**config.mk**
```make
export PLATFORM = sky130hd
export DESIGN_NAME = vga_timing
export DESIGN_NICKNAME = d
export VERILOG_FILES = /design/src/rtl/vga_timing.sv
export SDC_FILE = /design/constraint.sdc
export NUM_CORES = 1
export LEC_CHECK = 0
export CAP_MARGIN = 20
export CORE_AREA = 8 8 104 106
export CTS_CLUSTER_DIAMETER = 100
export DETAILED_ROUTE_END_ITERATION = 12
export DIE_AREA = 0 0 112 114
export PLACE_DENSITY = 0.54
export SYNTH_ARGS = -nofsm -noshare
export SYNTH_HDL_FRONTEND = slang
export SYNTH_SLANG_ARGS = --single-unit
```
**constraint.sdc**
```tcl
create_clock -name i_clk -period 5.6 [get_ports i_clk]
set_input_delay 0.56 -clock i_clk [delete_from_list [all_inputs] [get_ports i_clk]]
set_output_delay 0.56 -clock i_clk [all_outputs]
set_load 0.01 [all_outputs]
```
**src/rtl/vga_timing.sv**
```systemverilog
// VGA raster timing generator: free-running pixel/line counters with registered
// sync/blank flags, a start-of-frame tick and a completed-frame counter.
module vga_timing #(
    parameter int H_ACTIVE = 800,
    parameter int H_FP     = 40,
    parameter int H_SYNC   = 128,
    parameter int H_BP     = 88,
    parameter int V_ACTIVE = 600,
    parameter int V_FP     = 1,
    parameter int V_SYNC   = 4,
    parameter int V_BP     = 23
) (
    input  logic        i_clk,
    input  logic        i_rst,
    output logic [10:0] o_hcount,
    output logic [10:0] o_vcount,
    output logic        o_hsync,
    output logic        o_vsync,
    output logic        o_hblnk,
    output logic        o_vblnk,
    output logic [11:0] o_rgb,
    output logic        o_frame_tick,
    output logic [15:0] o_frame_cnt
);
    localparam int H_TOTAL = H_ACTIVE + H_FP + H_SYNC + H_BP;
    localparam int V_TOTAL = V_ACTIVE + V_FP + V_SYNC + V_BP;

    localparam logic [10:0] H_LAST       = 11'(H_TOTAL - 1);
    localparam logic [10:0] H_BLNK_START = 11'(H_ACTIVE);
    localparam logic [10:0] H_SYNC_START = 11'(H_ACTIVE + H_FP);
    localparam logic [10:0] H_SYNC_END   = 11'(H_ACTIVE + H_FP + H_SYNC);
    localparam logic [10:0] V_LAST       = 11'(V_TOTAL - 1);
    localparam logic [10:0] V_BLNK_START = 11'(V_ACTIVE);
    localparam logic [10:0] V_SYNC_START = 11'(V_ACTIVE + V_FP);
    localparam logic [10:0] V_SYNC_END   = 11'(V_ACTIVE + V_FP + V_SYNC);

    logic [10:0] r_hcount;
    logic [10:0] r_vcount;
    logic        r_hsync;
    logic        r_vsync;
    logic        r_hblnk;
    logic        r_vblnk;
    logic        r_frame_tick;
    logic [15:0] r_frame_cnt;

    logic        w_h_wrap;
    logic        w_frame_wrap;
    logic [10:0] w_hcount_nxt;
    logic [10:0] w_vcount_nxt;

    always_comb begin
        w_h_wrap     = (r_hcount == H_LAST);
        w_frame_wrap = w_h_wrap && (r_vcount == V_LAST);
        w_hcount_nxt = r_hcount + 11'd1;
        w_vcount_nxt = r_vcount;
        if (w_h_wrap) begin
            w_hcount_nxt = 11'd0;
            w_vcount_nxt = (r_vcount == V_LAST) ? 11'd0 : r_vcount + 11'd1;
        end
    end

    // Flags are decoded from the next counter values so they land in the same
    // register stage as the counters they describe.
    always_ff @(posedge i_clk) begin
        if (i_rst) begin
            r_hcount     <= 11'd0;
            r_vcount     <= 11'd0;
            r_hsync      <= 1'b0;
            r_vsync      <= 1'b0;
            r_hblnk      <= 1'b0;
            r_vblnk      <= 1'b0;
            r_frame_tick <= 1'b0;
            r_frame_cnt  <= 16'd0;
        end else begin
            r_hcount     <= w_hcount_nxt;
            r_vcount     <= w_vcount_nxt;
            r_hsync      <= (w_hcount_nxt >= H_SYNC_START) && (w_hcount_nxt < H_SYNC_END);
            r_hblnk      <= (w_hcount_nxt >= H_BLNK_START);
            r_vsync      <= (w_vcount_nxt >= V_SYNC_START) && (w_vcount_nxt < V_SYNC_END);
            r_vblnk      <= (w_vcount_nxt >= V_BLNK_START);
            r_frame_tick <= w_frame_wrap;
            if (w_frame_wrap) begin
                r_frame_cnt <= r_frame_cnt + 16'd1;
            end
        end
    end

    assign o_hcount     = r_hcount;
    assign o_vcount     = r_vcount;
    assign o_hsync      = r_hsync;
    assign o_vsync      = r_vsync;
    assign o_hblnk      = r_hblnk;
    assign o_vblnk      = r_vblnk;
    assign o_rgb        = 12'h000;
    assign o_frame_tick = r_frame_tick;
    assign o_frame_cnt  = r_frame_cnt;
endmodule
```
==> out/summary.txt, run 1 <==
Outcome: complete, no violations
Core area: 9110 um^2
Crit path time final: 2.72 ns
Vias in the first global route: 1907
Critical path endpoint category: flip-flop
RSZ-0062 raised after global routing: no
Post-synth EDFFs: 0
Register area share after synthesis: 37.2%
Dpl ws: 2.91 ns
DP HPWL: 4.32 mm
Synth area leaders: dfxtp_1 37%, nor2_1 5.8%, xnor2_1 5.7%, xor2_1 4.9%, nand3_1 4.3%
Drt first pass iters: 4
Critical path arrival: 2.89 ns
Switch share: 21.3%
Hold EP: o_frame_cnt[1]
Initial antenna violation count: 0
#FFs+latches synth: 43
Die footprint: 12800 um^2
Final non-filler cell total: 432
Crit path required time: 5.77 ns
Reg clk slew, reported paths: 0.09 ns
Comb pwr share: 3.1%
Max VDD drop: 0.000140 V
R2R Path End: o_frame_cnt[5]
Synth Area in Compound Gates: 11.9%
CP Launch Type: flip-flop
Hold wc startpoint: o_frame_cnt[1]
Most frequent cells in the layout: 44 x clkdlybuf4s50_1, 43 x dfxtp_1, 36 x nor2_1, 20 x nand3_1, 19 x nand2_1
R2r setup slk: 2.88 ns
Largest family of logic cells by synthesized area: simple AND/OR/NAND/NOR gates
FFs w/ async S/R, synth: 0%
Post-Layout Inst Area: 2910 um^2
Final net count: 325
Synth warn: 0
Clock power frac: 43.7%
Worst reg2reg startpoint: o_hcount[0]
Most common cell after layout, fill and taps aside: clkdlybuf4s50_1
Crit path launch: o_hcount[0]
Mean Syn Cell Area: 8.18 um^2
P_sw: 0.124 mW
Slew Viols, Final: 0
Vias per cell: 4.76
Clk Latency, worst-skew pair: 0.29 ns
Final WL: 5.88 mm
Clk sinks: 43
Multiplexer area fraction after synthesis: 0.432%
Htree depth: 2
Final Hold Viols: 0
FMAX: 367 MHz
Pin count of the biggest net entering global routing: 36
P_int: 0.458 mW
Residual DRC count: 0
Cells on worst reg2reg path: 7
Routability Congestion: 0.817
Simple-Gate Fraction of Synth Area: 31.2%
Total Power: 0.582 mW
Avg WL per Cell: 13.6 um
Slew HR: 57.7%
Main synth FF type: dfxtp_1
GRT overflow: 0
CTS tree: done
Post-DP Area: 2800 um^2
Hold Crit Class: flip-flop to flip-flop
Die W: 112 um
Vias: 2057
Diodes inserted: 0
Hold_buf cts: 0
Port Buffers: 44
Critical path peak fanout: 19
Chip Height: 114 um
Site row count: 35
Post-Syn Instances: 283
Share of cells above drive strength 1: 4.98%
1st-iter DRT viols: 93
LEAKAGE: 1.01 nW
Synth unique cells: 45
Clock buffer depth: 2
Power Dens Cells: 200 nW/um^2
Ports: 57
First-pass GRT wire length: 9.78 mm
PostCTS Resize Cnt: 0
Share of power burned in registers: 53.2%
Num CTS Buffers: 5
XOR/XNOR Fraction of Synth Area: 10.6%
Antenna-violating nets left: 0
Final period util: 48.6%
Worst Hold Depth: 2
Area grow syn2layout: 25.8%
Clk_skew: 0.00931 ns
Critical path type: flip-flop to flip-flop
Setup Buffers After CTS: 0
Starting Density: 25.4%
Sum Neg Setup Slack: 0 ns
Root Buffer: clkbuf_8
Final WS setup: 2.88 ns
Synth Cell Area: 2310 um^2
Synth area leader: dfxtp_1
Post-Place Cells: 424
Post-synthesis adder-cell area fraction: 1.62%
Setup violators final: 0
Total Routing Usage GR: 9.24%
Worst Max-Slew Pin Slew: 0.635 ns
Top cell type's share of synthesized area: 37.2%
Number of max-cap violations: 0
[stage by stage]
step	hold WS [ns]	utilization, %
5_1_grt	0.523	32.0
3_3_place_gp	0.497	30.7
3_5_place_dp	0.489	30.7
4_1_cts	0.500	32.0
2_1_floorplan	0.504	-
6_report	0.503	32.0
[worst max path at each step]
stage                      to  slack, ns  cells past startpoint
4_1_cts        o_frame_cnt[5]       2.88                      7
5_1_grt               o_vblnk       2.56                      7
3_3_place_gp   o_frame_cnt[5]       3.01                      7
6_report       o_frame_cnt[5]       2.88                      7
2_1_floorplan         o_vblnk       3.53                      8
3_5_place_dp   o_frame_cnt[5]       2.91                      7
[cell type report]
type / count / area [um^2]
multi-input combinational: 222 / 1340
inverter: 3 / 11.3
timing repair buffer: 45 / 448
fill: 962 / 6200
clock inverter: 2 / 35.0
sequential: 43 / 861
tap: 111 / 139
clock buffer: 6 / 82.6
[synth_stat cells (all sizes together) (2+ instances only)]
library cell  number
nand4b             2
a21oi             16
nor4b              2
or3                7
nor3              11
clkbuf            10
and2               4
ha                 3
nand2b             4
a21o               2
xnor2             15
nand2             19
and4               5
o21ai             11
xor2              13
buf               16
nand3             20
o31ai              3
inv                3
o211ai             2
and3               9
a211oi             3
dfxtp             43
nand4              9
a31o               2
nor2              36
[worst max-delay path, stage by stage, from the launching register on]
cell,delay (ns)
dfxtp_1,0.42
ha_1,0.22
and3_1,0.42
and4_1,0.69
nand2_1,0.34
nor3_1,0.31
xnor2_1,0.15
nor2_1,0.05
[sequential cells by signal, indices dropped and copies added (netlist names)]
register and flops:
o_frame_tick 1, o_hcount 11, o_hsync 1, o_frame_cnt 16, o_vsync 1, o_vblnk 1, o_vcount 11, o_hblnk 1
[power groups by stage]
stage / registers (mW) / logic, mW / clock network [mW]
finish: 0.310 / 0.0180 / 0.254
global route: 0.310 / 0.0200 / 0.276
CTS: 0.310 / 0.0178 / 0.259
detailed placement: 0.317 / 0.0177 / 0
global placement: 0.317 / 0.0181 / 0
floorplan: 0.317 / 0.0164 / 0
[cell families after synthesis]
logic type                 after synthesis
AOI/OAI and AO/OA                       45
xor gates and xnor gates                28
adders and majority gates                3
buffers and inverters                   29
DFF                                     43
muxes                                    1
other                                    1
and+or+nand+nor                        133
[routing by layer]
metal,vias up,wire length (um),global-route usage (%)
met5,-,0,0
met4,0,23,1.62
met3,2,362,3.22
met2,60,2730,15.7
met1,943,2760,11.1
li1,1052,-,-
Note: power is estimated with default switching activity, not from simulation.
==> inputs of run 2 (changes only) <==
==> constraint.sdc (replaced) <==
create_clock -name i_clk -period 2.7 [get_ports i_clk]
set_input_delay 0.27 -clock i_clk [delete_from_list [all_inputs] [get_ports i_clk]]
set_output_delay 0.27 -clock i_clk [all_outputs]
set_load 0.01 [all_outputs]
==> out/summary.txt, run 2 (synthesized netlist as in run 1, its figures left out) <==
Reg clk slew, reported paths: 0.08 ns (about the same)
Diodes inserted: 0 (unchanged)
Critical path endpoint category: flip-flop
Ports: 57 (unchanged)
Final WL: 6.08 mm (+3.4%)
Vias in the first global route: 2051 (+7.6%)
Critical path arrival: 2.53 ns (-0.36 ns)
Busiest layer in global routing: met2
Residual DRC count: 0 (unchanged)
Met1 usage: 11.2% (+0.12 points)
Largest register FFs: 16 (unchanged)
Hold Crit Class: flip-flop to flip-flop
Most frequent cells in the layout: 44 x clkdlybuf4s50_1, 43 x dfxtp_1, 36 x nor2_1, 20 x nand3_1, 19 x nand2_1
Critical path type: flip-flop to flip-flop
Setup violators final: 0 (unchanged)
Clk Latency, worst-skew pair: 0.29 ns (about the same)
FMAX: 426 MHz (+16%)
Fin Hold WS: 0.510 ns (+0.00714 ns)
LEAKAGE: 1.01 nW (about the same)
Setup Buffers After CTS: 0 (unchanged)
Pin count of the biggest net entering global routing: 22 (-39%)
GRT overflow: 0 (unchanged)
Clock buffer depth: 2 (unchanged)
Critical path peak fanout: 11 (-8)
Final WS setup: 0.354 ns (-2.52 ns)
Dpl ws: 0.308 ns (-2.60 ns)
Routability Congestion: 0.783 (-4.2%)
Crit path required time: 2.88 ns (-2.89 ns)
Starting Density: 25.4% (unchanged)
Clk_skew: 0.00678 ns (-0.00253 ns)
DP HPWL: 4.52 mm (+4.5%)
Clk sinks: 43 (unchanged)
Site row count: 35 (unchanged)
Filler cell count: 977 (+1.6%)
Register area: 861 um^2 (unchanged)
Share of cells above drive strength 1: 5.85% (+0.86 points)
Post-DP Area: 2830 um^2 (+1.1%)
Crit path time final: 2.35 ns (-0.378 ns)
Area of the multi-input gates: 1340 um^2 (about the same)
Antenna-violating nets left: 0 (unchanged)
Die footprint: 12800 um^2 (unchanged)
Power Dens Cells: 370 nW/um^2 (+85%)
Met3 Use GR: 3.38% (+0.16 points)
Die W: 112 um (unchanged)
Vias per cell: 4.77 (+0.19%)
Initial antenna violation count: 0 (unchanged)
Avg WL per Cell: 13.9 um (+2.4%)
Sum Neg Setup Slack: 0 ns (unchanged)
RSZ-0062 raised after global routing: no
Total Routing Usage GR: 9.65% (+0.42 points)
Num CTS Buffers: 5 (unchanged)
Final Hold Viols: 0 (unchanged)
Vias: 2080 (+1.1%)
Most common cell after layout, fill and taps aside: clkdlybuf4s50_1
Outcome: complete, no violations
Post-Layout Inst Area: 2910 um^2 (-0.17%)
Final net count: 329 (+1.2%)
Hold_buf cts: 0 (unchanged)
Drt first pass iters: 5 (+1)
Slew Viols, Final: 0 (unchanged)
Port Buffers: 44 (unchanged)
Max VDD drop: 0.000155 V (+11%)
Htree depth: 2 (unchanged)
Area grow syn2layout: 25.6%
Met2 GRT Util: 16.4% (+0.73 points)
Root Buffer: clkbuf_8
CTS tree: done
Number of max-cap violations: 0 (unchanged)
1st-iter DRT viols: 68 (-27%)
First-pass GRT wire length: 10.3 mm (+4.8%)
CP Launch Type: flip-flop
Chip Height: 114 um (unchanged)
Final period util: 86.9% (+38 points)
Core area: 9110 um^2 (unchanged)
## run 2: worst max-delay path, stage by stage, from the launching register on
cell and delay [ns]:
dfxtp_1 0.48, ha_1 0.41, nand3_1 0.23, or3_4 0.45, nor3_4 0.31, nand4_1 0.16
xor2_1 0.15, nor2_1 0.05
## run 2: power breakdown
group	total [mW]	switching, mW	internal, mW
Clock	0.396	0.214	0.182
Sequential	0.642	0.00514	0.637
Combinational	0.0390	0.0255	0.0135
Total	1.08	0.245	0.833
## run 2: layout make-up
type	count	share of cell area (%)
multi-input combinational	222	46.0
tap	111	4.78
timing repair buffer	49	16.4
inverter	3	0.387
clock inverter	1	0.172
clock buffer	7	2.62
sequential	43	29.6
## run 2: final timing paths
kind	endpoint	slack, ns	from	cells after the start
setup / recovery	o_frame_cnt[14]	0.35	o_vcount[0]	7
hold / removal	o_frame_cnt[1]	0.51	o_frame_cnt[1]	2
setup reg to reg	o_frame_cnt[14]	0.35	o_vcount[0]	7
hold reg to reg	o_frame_cnt[1]	0.51	o_frame_cnt[1]	2
## run 2: per-layer routing
| metal | routed length [um] | vias to the layer above |
|---|---|---|
| li1 | - | 1057 |
| met1 | 2750 | 960 |
| met2 | 2870 | 59 |
| met3 | 422 | 4 |
| met4 | 36 | 0 |
| met5 | 0 | - |
## run 2: what timing repair did
item                       in CTS  in global routing
gates resized for setup         0                  1
hold endpoints to repair        0                  0
setup endpoints to repair       0                  1
## run 2: through the flow
step	power (mW)	std cells	utilization [%]
2_1_floorplan	0.692	294	-
3_3_place_gp	0.696	428	31.0
3_5_place_dp	0.696	428	31.0
4_1_cts	1.10	436	31.9
5_1_grt	1.13	436	31.9
6_report	1.08	436	31.9
